[src/rtl/board_link_pkg.sv]
// Shared types and pin-packing helpers for the board-to-board toggle link.
// Pin vector layout is {req_tgl, ack_tgl, data}, with the toggle bits just above the data field.
package board_link_pkg;

  typedef enum logic {
    IDLE     = 1'b0,
    WAIT_ACK = 1'b1
  } tx_state_t;

  // Toggle-bit positions relative to the top of the data field.
  localparam int ACK_OFS = 0;
  localparam int REQ_OFS = 1;

  function automatic int ack_idx(input int data_w);
    return data_w + ACK_OFS;
  endfunction

  function automatic int req_idx(input int data_w);
    return data_w + REQ_OFS;
  endfunction

endpackage

[src/rtl/board_link_fpga.sv]
// FPGA top: maps the 11 link pins and user I/O of one board onto a 9-bit board_link.
module board_link_fpga (
  input  logic        clk,
  input  logic        rst,
  input  logic [8:0]  sw_data,
  input  logic        btn_send,
  output logic        led_ready,
  output logic        led_busy,
  output logic        led_err,
  output logic        led_rx_valid,
  output logic [8:0]  led_rx,
  input  logic [10:0] pin_in,
  output logic [10:0] pin_out
);

  board_link #(
    .DATA_W (9)
  ) u_link (
    .clk      (clk),
    .rst      (rst),
    .tx_data  (sw_data),
    .tx_valid (btn_send),
    .tx_ready (led_ready),
    .rx_data  (led_rx),
    .rx_valid (led_rx_valid),
    .link_in  (pin_in),
    .link_out (pin_out),
    .tx_err   (led_err),
    .busy     (led_busy)
  );

endmodule

[src/rtl/sync_chain.sv]
// Multi-flop synchroniser for asynchronous board pins.
// Every bit passes through DEPTH registers before the core logic sees it.
module sync_chain #(
  parameter int WIDTH = 1,
  parameter int DEPTH = 2
) (
  input  logic             clk,
  input  logic             rst,
  input  logic [WIDTH-1:0] d,
  output logic [WIDTH-1:0] q
);

  logic [WIDTH-1:0] stage [DEPTH];

  // NOTE: sequential state uses <= so each flop samples its pre-edge input.
  always_ff @(posedge clk or posedge rst) begin
    if (rst) begin
      // NOTE: the stage array is reset on purpose; stale toggles left in it would look like a new word.
      for (int i = 0; i < DEPTH; i++) stage[i] <= '0;
    end else begin
      stage[0] <= d;
      for (int i = 1; i < DEPTH; i++) stage[i] <= stage[i-1];
    end
  end

  assign q = stage[DEPTH-1];

endmodule

[src/rtl/board_link.sv]
// Two-wire toggle handshake link: sends one word per req toggle and acks received words.
// TX and RX halves share only the synchronised pin vector.
module board_link
  import board_link_pkg::*;
#(
  parameter int DATA_W      = 9,
  parameter int SYNC_STAGES = 2,
  parameter int TIMEOUT_CYC = 1023
) (
  input  logic              clk,
  input  logic              rst,
  input  logic [DATA_W-1:0] tx_data,
  input  logic              tx_valid,
  output logic              tx_ready,
  output logic [DATA_W-1:0] rx_data,
  output logic              rx_valid,
  input  logic [DATA_W+1:0] link_in,
  output logic [DATA_W+1:0] link_out,
  output logic              tx_err,
  output logic              busy
);

  localparam int LINK_W  = DATA_W + 2;
  localparam int ACK_BIT = ack_idx(DATA_W);
  localparam int REQ_BIT = req_idx(DATA_W);
  localparam int CNT_W   = $clog2(TIMEOUT_CYC + 1);
  localparam logic [CNT_W-1:0] CNT_LAST = CNT_W'(TIMEOUT_CYC - 1);

  logic [LINK_W-1:0] link_sync;
  logic              remote_req;
  logic              remote_ack;

  sync_chain #(
    .WIDTH (LINK_W),
    .DEPTH (SYNC_STAGES)
  ) u_sync (
    .clk (clk),
    .rst (rst),
    .d   (link_in),
    .q   (link_sync)
  );

  assign remote_req = link_sync[REQ_BIT];
  assign remote_ack = link_sync[ACK_BIT];

  // ---------------- TX ----------------
  tx_state_t         state, state_next;
  logic              req_tgl, req_pend;
  logic              ack_tgl;
  logic [DATA_W-1:0] out_data;
  logic [CNT_W-1:0]  cnt;
  logic              accept, ack_seen, timeout;

  // req_pend marks the cycle where data is already driven but req has not toggled yet,
  // so the stale req==ack equality must not be taken as an ack.
  always_comb begin
    // NOTE: every output of this block is defaulted first, so no path can infer a latch.
    state_next = state;
    accept     = 1'b0;
    ack_seen   = 1'b0;
    timeout    = 1'b0;
    case (state)
      IDLE: begin
        if (tx_valid) begin
          accept     = 1'b1;
          state_next = WAIT_ACK;
        end
      end
      WAIT_ACK: begin
        if (!req_pend && (remote_ack == req_tgl)) begin
          ack_seen   = 1'b1;
          state_next = IDLE;
        end else if (cnt == CNT_LAST) begin
          timeout    = 1'b1;
          state_next = IDLE;
        end
      end
      default: state_next = IDLE;
    endcase
  end

  always_ff @(posedge clk or posedge rst) begin
    if (rst) begin
      state    <= IDLE;
      req_tgl  <= 1'b0;
      req_pend <= 1'b0;
      out_data <= '0;
      cnt      <= '0;
      tx_err   <= 1'b0;
    end else begin
      state <= state_next;
      if (accept) begin
        out_data <= tx_data;
        req_pend <= 1'b1;
        tx_err   <= 1'b0;
        cnt      <= '0;
      end
      if (req_pend) begin
        req_tgl  <= ~req_tgl;
        req_pend <= 1'b0;
      end
      if (state == WAIT_ACK) begin
        if (ack_seen || timeout) cnt <= '0;
        else                     cnt <= cnt + 1'b1;
        if (timeout) tx_err <= 1'b1;
      end
    end
  end

  assign tx_ready = (state == IDLE);
  assign busy     = (state == WAIT_ACK);

  // ---------------- RX ----------------
  logic req_prev;
  logic rx_new;

  assign rx_new = remote_req ^ req_prev;

  always_ff @(posedge clk or posedge rst) begin
    if (rst) begin
      req_prev <= 1'b0;
      rx_valid <= 1'b0;
      rx_data  <= '0;
      ack_tgl  <= 1'b0;
    end else begin
      req_prev <= remote_req;
      rx_valid <= rx_new;
      if (rx_new) begin
        rx_data <= link_sync[DATA_W-1:0];
        ack_tgl <= ~ack_tgl;
      end
    end
  end

  assign link_out = {req_tgl, ack_tgl, out_data};

endmodule
[config.mk]
export PLATFORM = sky130hd
export DESIGN_NAME = board_link_fpga
export DESIGN_NICKNAME = d
export VERILOG_FILES = /design/src/rtl/board_link_pkg.sv /design/src/rtl/board_link_fpga.sv /design/src/rtl/sync_chain.sv /design/src/rtl/board_link.sv
export SDC_FILE = /design/constraint.sdc
export NUM_CORES = 1
export LEC_CHECK = 0
export ABC_AREA = 0
export BUFFER_PORTS_ARGS = -buffer_cell sky130_fd_sc_hd__buf_2
export CORE_AREA = 2 2 68 70
export CTS_CLUSTER_DIAMETER = 60
export CTS_CLUSTER_SIZE = 8
export DETAILED_ROUTE_END_ITERATION = 8
export DIE_AREA = 0 0 70 72
export PLACE_DENSITY = 0.76
export SLEW_MARGIN = 20
export SYNTH_ARGS = -nofsm -noshare
export SYNTH_HDL_FRONTEND = slang
export SYNTH_HIERARCHICAL = 1
export SYNTH_SLANG_ARGS = --single-unit
export TNS_END_PERCENT = 20
[constraint.sdc]
create_clock -name clk -period 2.1 [get_ports clk]
set_clock_uncertainty 0.15 [all_clocks]
set_input_delay 0.21 -clock clk [delete_from_list [all_inputs] [get_ports clk]]
set_output_delay 0.21 -clock clk [all_outputs]
set_load 0.03 [all_outputs]
Yosys cells after proc, flatten, opt, wreduce, memory -nomap -nowiden --
Cells that the tools add are included. W data, S select, Z words.
Word-level totals: bits of input ports 23, output and inout port bits 24, register bits 57, memories kept 0, logic and storage cells 41, bits in latches 0, RAM bits 0, memory bits (read-only) 0
Operators by class: bitwise logic cells 4, div/mod/pow operators 0, reduce and logical (&&, ||, !) cells 4, multiplexer cells 18, order comparisons 0, add/subtract/negate cells 1, equality and inequality tests 2, multipliers 0, shift-type cells 0
Operator list (number):
- $mux W10 | 3
- $mux W1 | 14
- $add A10 B1 Y10 const B | 1
- $eq A10 B10 Y1 const B | 1
- $not A1 Y1 | 3
- $pmux W1 S2 | 1
- $reduce_bool A2 Y1 | 1
- $eq A1 B1 Y1 | 1
- $logic_and A1 B1 Y1 | 1
- $logic_not A1 Y1 | 1
- $logic_or A1 B1 Y1 | 1
- $xor A1 B1 Y1 | 1

Logic depth before layout (Yosys ltp) --
depth after elaboration 7, depth in mapped cells 7, depth with buffers taken out 6

By module --
Netlist, hierarchy kept.
By module, submodules not included:
- board_link | cells each 145, instances 1, area an instance 1557.7 um^2
- sync_chain | cells each 34, instances 1, area an instance 636.9 um^2

Worst setup path after synthesis --
Ideal clock, no wire load.
kind reg2reg, start point register u_link.cnt[0], end point register u_link.cnt[5], stages on the path, launching flop included 8, slack 401 ps, clock period less this slack 1699 ps, data arrival time 1425 ps, cells stage by stage dfrtp_1 > inv_1 > ha_1 > inv_1 > nor4_4 > buf_6 > nor3_2 > o31a_1
On the way: longest elaborated chain between the ends 7, elaborated cells on any way between the ends 8, classes of those cells 1 x add/sub; 1 x eq/ne; 5 x mux; 1 x reduce/logical
Ends and longest elaborated chain:
- start: declaration | RTL line board_link.sv:51 | logic [CNT_W-1:0] cnt;
- start signal: assignment | RTL line board_link.sv:104 | else cnt <= cnt + 1'b1;
- $eq A10 B10 Y1 | RTL line board_link.sv:73 | end else if (cnt == CNT_LAST) begin
- $mux W1 | RTL line board_link.sv:73
- $mux W1 | RTL line board_link.sv:70 | if (!req_pend && (remote_ack == req_tgl)) begin
- $mux W1 | RTL line board_link.sv:62 | case (state)
- $logic_or A1 B1 Y1 | RTL line board_link.sv:103 | if (ack_seen || timeout) cnt <= '0;
- $mux W10 * | RTL line board_link.sv:103
- $mux W10 * | RTL line board_link.sv:102 | if (state == WAIT_ACK) begin
Every way passes the cells marked *; elsewhere a longest branch is shown, timed or not. A chain may end at the register's enable or synchronous reset.

Final worst setup path --
Ends and elaborated chain as after synthesis.

==> reports/results.ini <==
[finish]
syn_to_final_growth_pct = 28.2
drive_gt1_share_pct = 33.3
fin_nets = 270
n_antenna_cell = 0

[timing]
setup_viol = 0
max_freq_mhz = 588
slew_violations = 0
relSlewSlack_pct = 48.0
post-route-min-period_ns = 1.70
hold_violations = 0
finalCritPeriodShare_pct = 81.0
worst_slew_pin_slew_ns = 0.779
tns_ns = 0
fin_ws_ns = 0.399
rsz0062_at_grt = false

[min_path]
holdCritStartpoint = u_link/u_sync/stage[20]
hp-class = flop to flop

[global_routing]
grt_pass1_vias = 1525
track_usage_pct = 18.9
antenna_found_initial = 0
grt_max_degree = 36
grt.overflow.total = 0
grt_pass1_wl_um = 7200

[critical_path]
slowest_delay_ns = 0.41
slowest_stage = dfrtp_1
crit_path_start_kind = flop
path_common_cell = inv_1
r2r_start = u_link/cnt[0]
required_ns = 2.17
cp_max_fo = 8
path_cells = inv_1 -> ha_1 -> inv_1 -> nor4_4 -> buf_4 -> nor3_2 -> o31a_1
worst-path-buf-inv = 3
startpoint = u_link/cnt[0]
cp.arrival_ns = 1.77
worstSetupEndpointType = flop
critPathTopFamily = flip-flops
path_class = flop to flop

[yosys]
synth.avg_cell_area_um2 = 12.3
yosys.area.top_type_share_pct = 65.0
yosysSeqAreaShare_pct = 65.0
async_flop_share_pct = 100
synth_cells = 179
syn_nets = 204
yosys_warnings = 6
synthTopCellsByCount = dfrtp_1, nand2_1, buf_4
synth_area_leaders = dfrtp_1, nand2_1, mux2_2
synth.distinct_cells = 34
netlist_area_mm2 = 0.00219
synth_edf_count = 0
synth.largest_area_cell = dfrtp_1
synth.ff_latch_count = 57
synthMostInstantiatedCell = dfrtp_1
synth-main-ff-cell = dfrtp_1

[placed_design]
port_buffers = 46
routabilityCongestion = 0.870
place.detailed.hpwl_um = 2570
place_ws_ns = 0.406

[clock_network]
hold_buffers = 21
cts.clk_slew.worst_paths_ns = 0.06
cts_setup_buffers = 0
cts_buffers = 9
cts_num_sinks = 57
clkLatencyLatePin_ns = 0.33
htreeDepth = 3
cts_tree = yes
postCtsResizedCells = 0
root_buffer = clkbuf_8
cts_buffer_depth = 2

[die]
coreArea_mm2 = 0.00426
start_util_pct = 51.5
placementRows = 24
die_w_um = 70
die_h_um = 72
dieArea_mm2 = 0.00504
ioPinCount = 47

[route]
wirelength_um = 4230
ant_nets = 0
vias_per_cell = 4.92
vias = 1482
avgRoutedWirePerCell_um = 14.1
drtIter0Drc = 56
first_pass_iters = 4
drc = 0

[power_and_ir_drop]
peakVddDrop_v = 0.000793
power.total_mw = 3.36
p_leak_nw = 1.41
p_per_area_mw_per_mm2 = 1190

[run]
maxCapViolations = 0

[status]
status = finished clean

-- flip-flops by register name, summed over array words and instances (netlist names), 9 cells and up --
name,flops
u_link/u_sync/stage,11
u_link/rx_data,9
u_link/u_sync/q,11
u_link/out_data,9
u_link/cnt,10
-- final timing paths --
kind                                 endpoint  slack, ns  cells past startpoint
setup reg to reg                u_link/cnt[5]       0.40                      7
min in group asynchronous   u_link/rx_data[7]       0.38                      4
max in group asynchronous  u_link/u_sync/q[3]       0.88                      3
setup / recovery                u_link/cnt[5]       0.40                      7
hold reg to reg            u_link/u_sync/q[9]       0.20                      0
hold / removal             u_link/u_sync/q[9]       0.20                      0
-- stage by stage --
| step | utilization (%) | instance area, um2 | hold slack, ns | instances |
|---|---|---|---|---|
| after global placement | 56.5 | 2410 | 0.168 | 265 |
| after global routing | 66.0 | 2810 | 0.212 | 301 |
| final | 66.0 | 2810 | 0.199 | 301 |
| after CTS | 66.0 | 2810 | 0.201 | 301 |
| after detailed placement | 56.5 | 2410 | 0.170 | 265 |
| after floorplan | - | 2190 | 0.0492 | 179 |
-- cell usage in the layout (no fill, tap or decap), drive strengths merged, types with 4 or more instances in the layout --
master / count
dfrtp: 57
buf: 52
nand2: 37
dlygate4sd3: 21
clkbuf: 10
mux2: 9
inv: 7
nor2: 6
a21o: 5
xor2: 4
o31ai: 4
o21ai: 4
-- worst reg2reg max path, delay by kind of cell (launching register included) --
kind / cells / cell delay [ns]
DFF: 1 / 0.41
buffers and inverters: 3 / 0.33
and+or+nand+nor: 2 / 0.33
AOI/OAI and AO/OA: 1 / 0.23
adders and majority gates: 1 / 0.13
-- logic make-up after synthesis --
family | after synthesis | share of synthesized area, %
and+or+nand+nor | 61 | 13.7
DFF | 57 | 65.0
xor gates and xnor gates | 4 | 1.60
AOI/OAI and AO/OA | 21 | 6.96
buffers and inverters | 25 | 6.96
muxes | 9 | 4.62
adders and majority gates | 2 | 1.14
-- per-layer routing --
layer / share of wire (%) / GRT usage, % / up-vias / routed length [um]
li1: - / - / 714 / -
met1: 43 / 23.0 / 729 / 1810
met2: 52 / 31.2 / 31 / 2210
met3: 3.5 / 5.69 / 8 / 147
met4: 1.5 / 9.19 / 0 / 64
met5: 0 / 0 / - / 0
-- report_power, final --
part / internal, mW / switching (mW) / total (mW)
clock network: 0.570 / 0.423 / 0.993
registers: 1.29 / 0.120 / 1.41
logic: 0.312 / 0.647 / 0.959
total: 2.17 / 1.19 / 3.36
-- layout make-up --
type	instances	area, um2
Multi-Input combinational cell	97	616
Clock buffer	10	138
Inverter	7	26.3
Fill cell	306	1450
Tap cell	52	65.1
Sequential cell	57	1430
Clock inverter	5	56.3
Timing Repair Buffer	73	485
No activity file was read; power rests on OpenSTA's default activity.
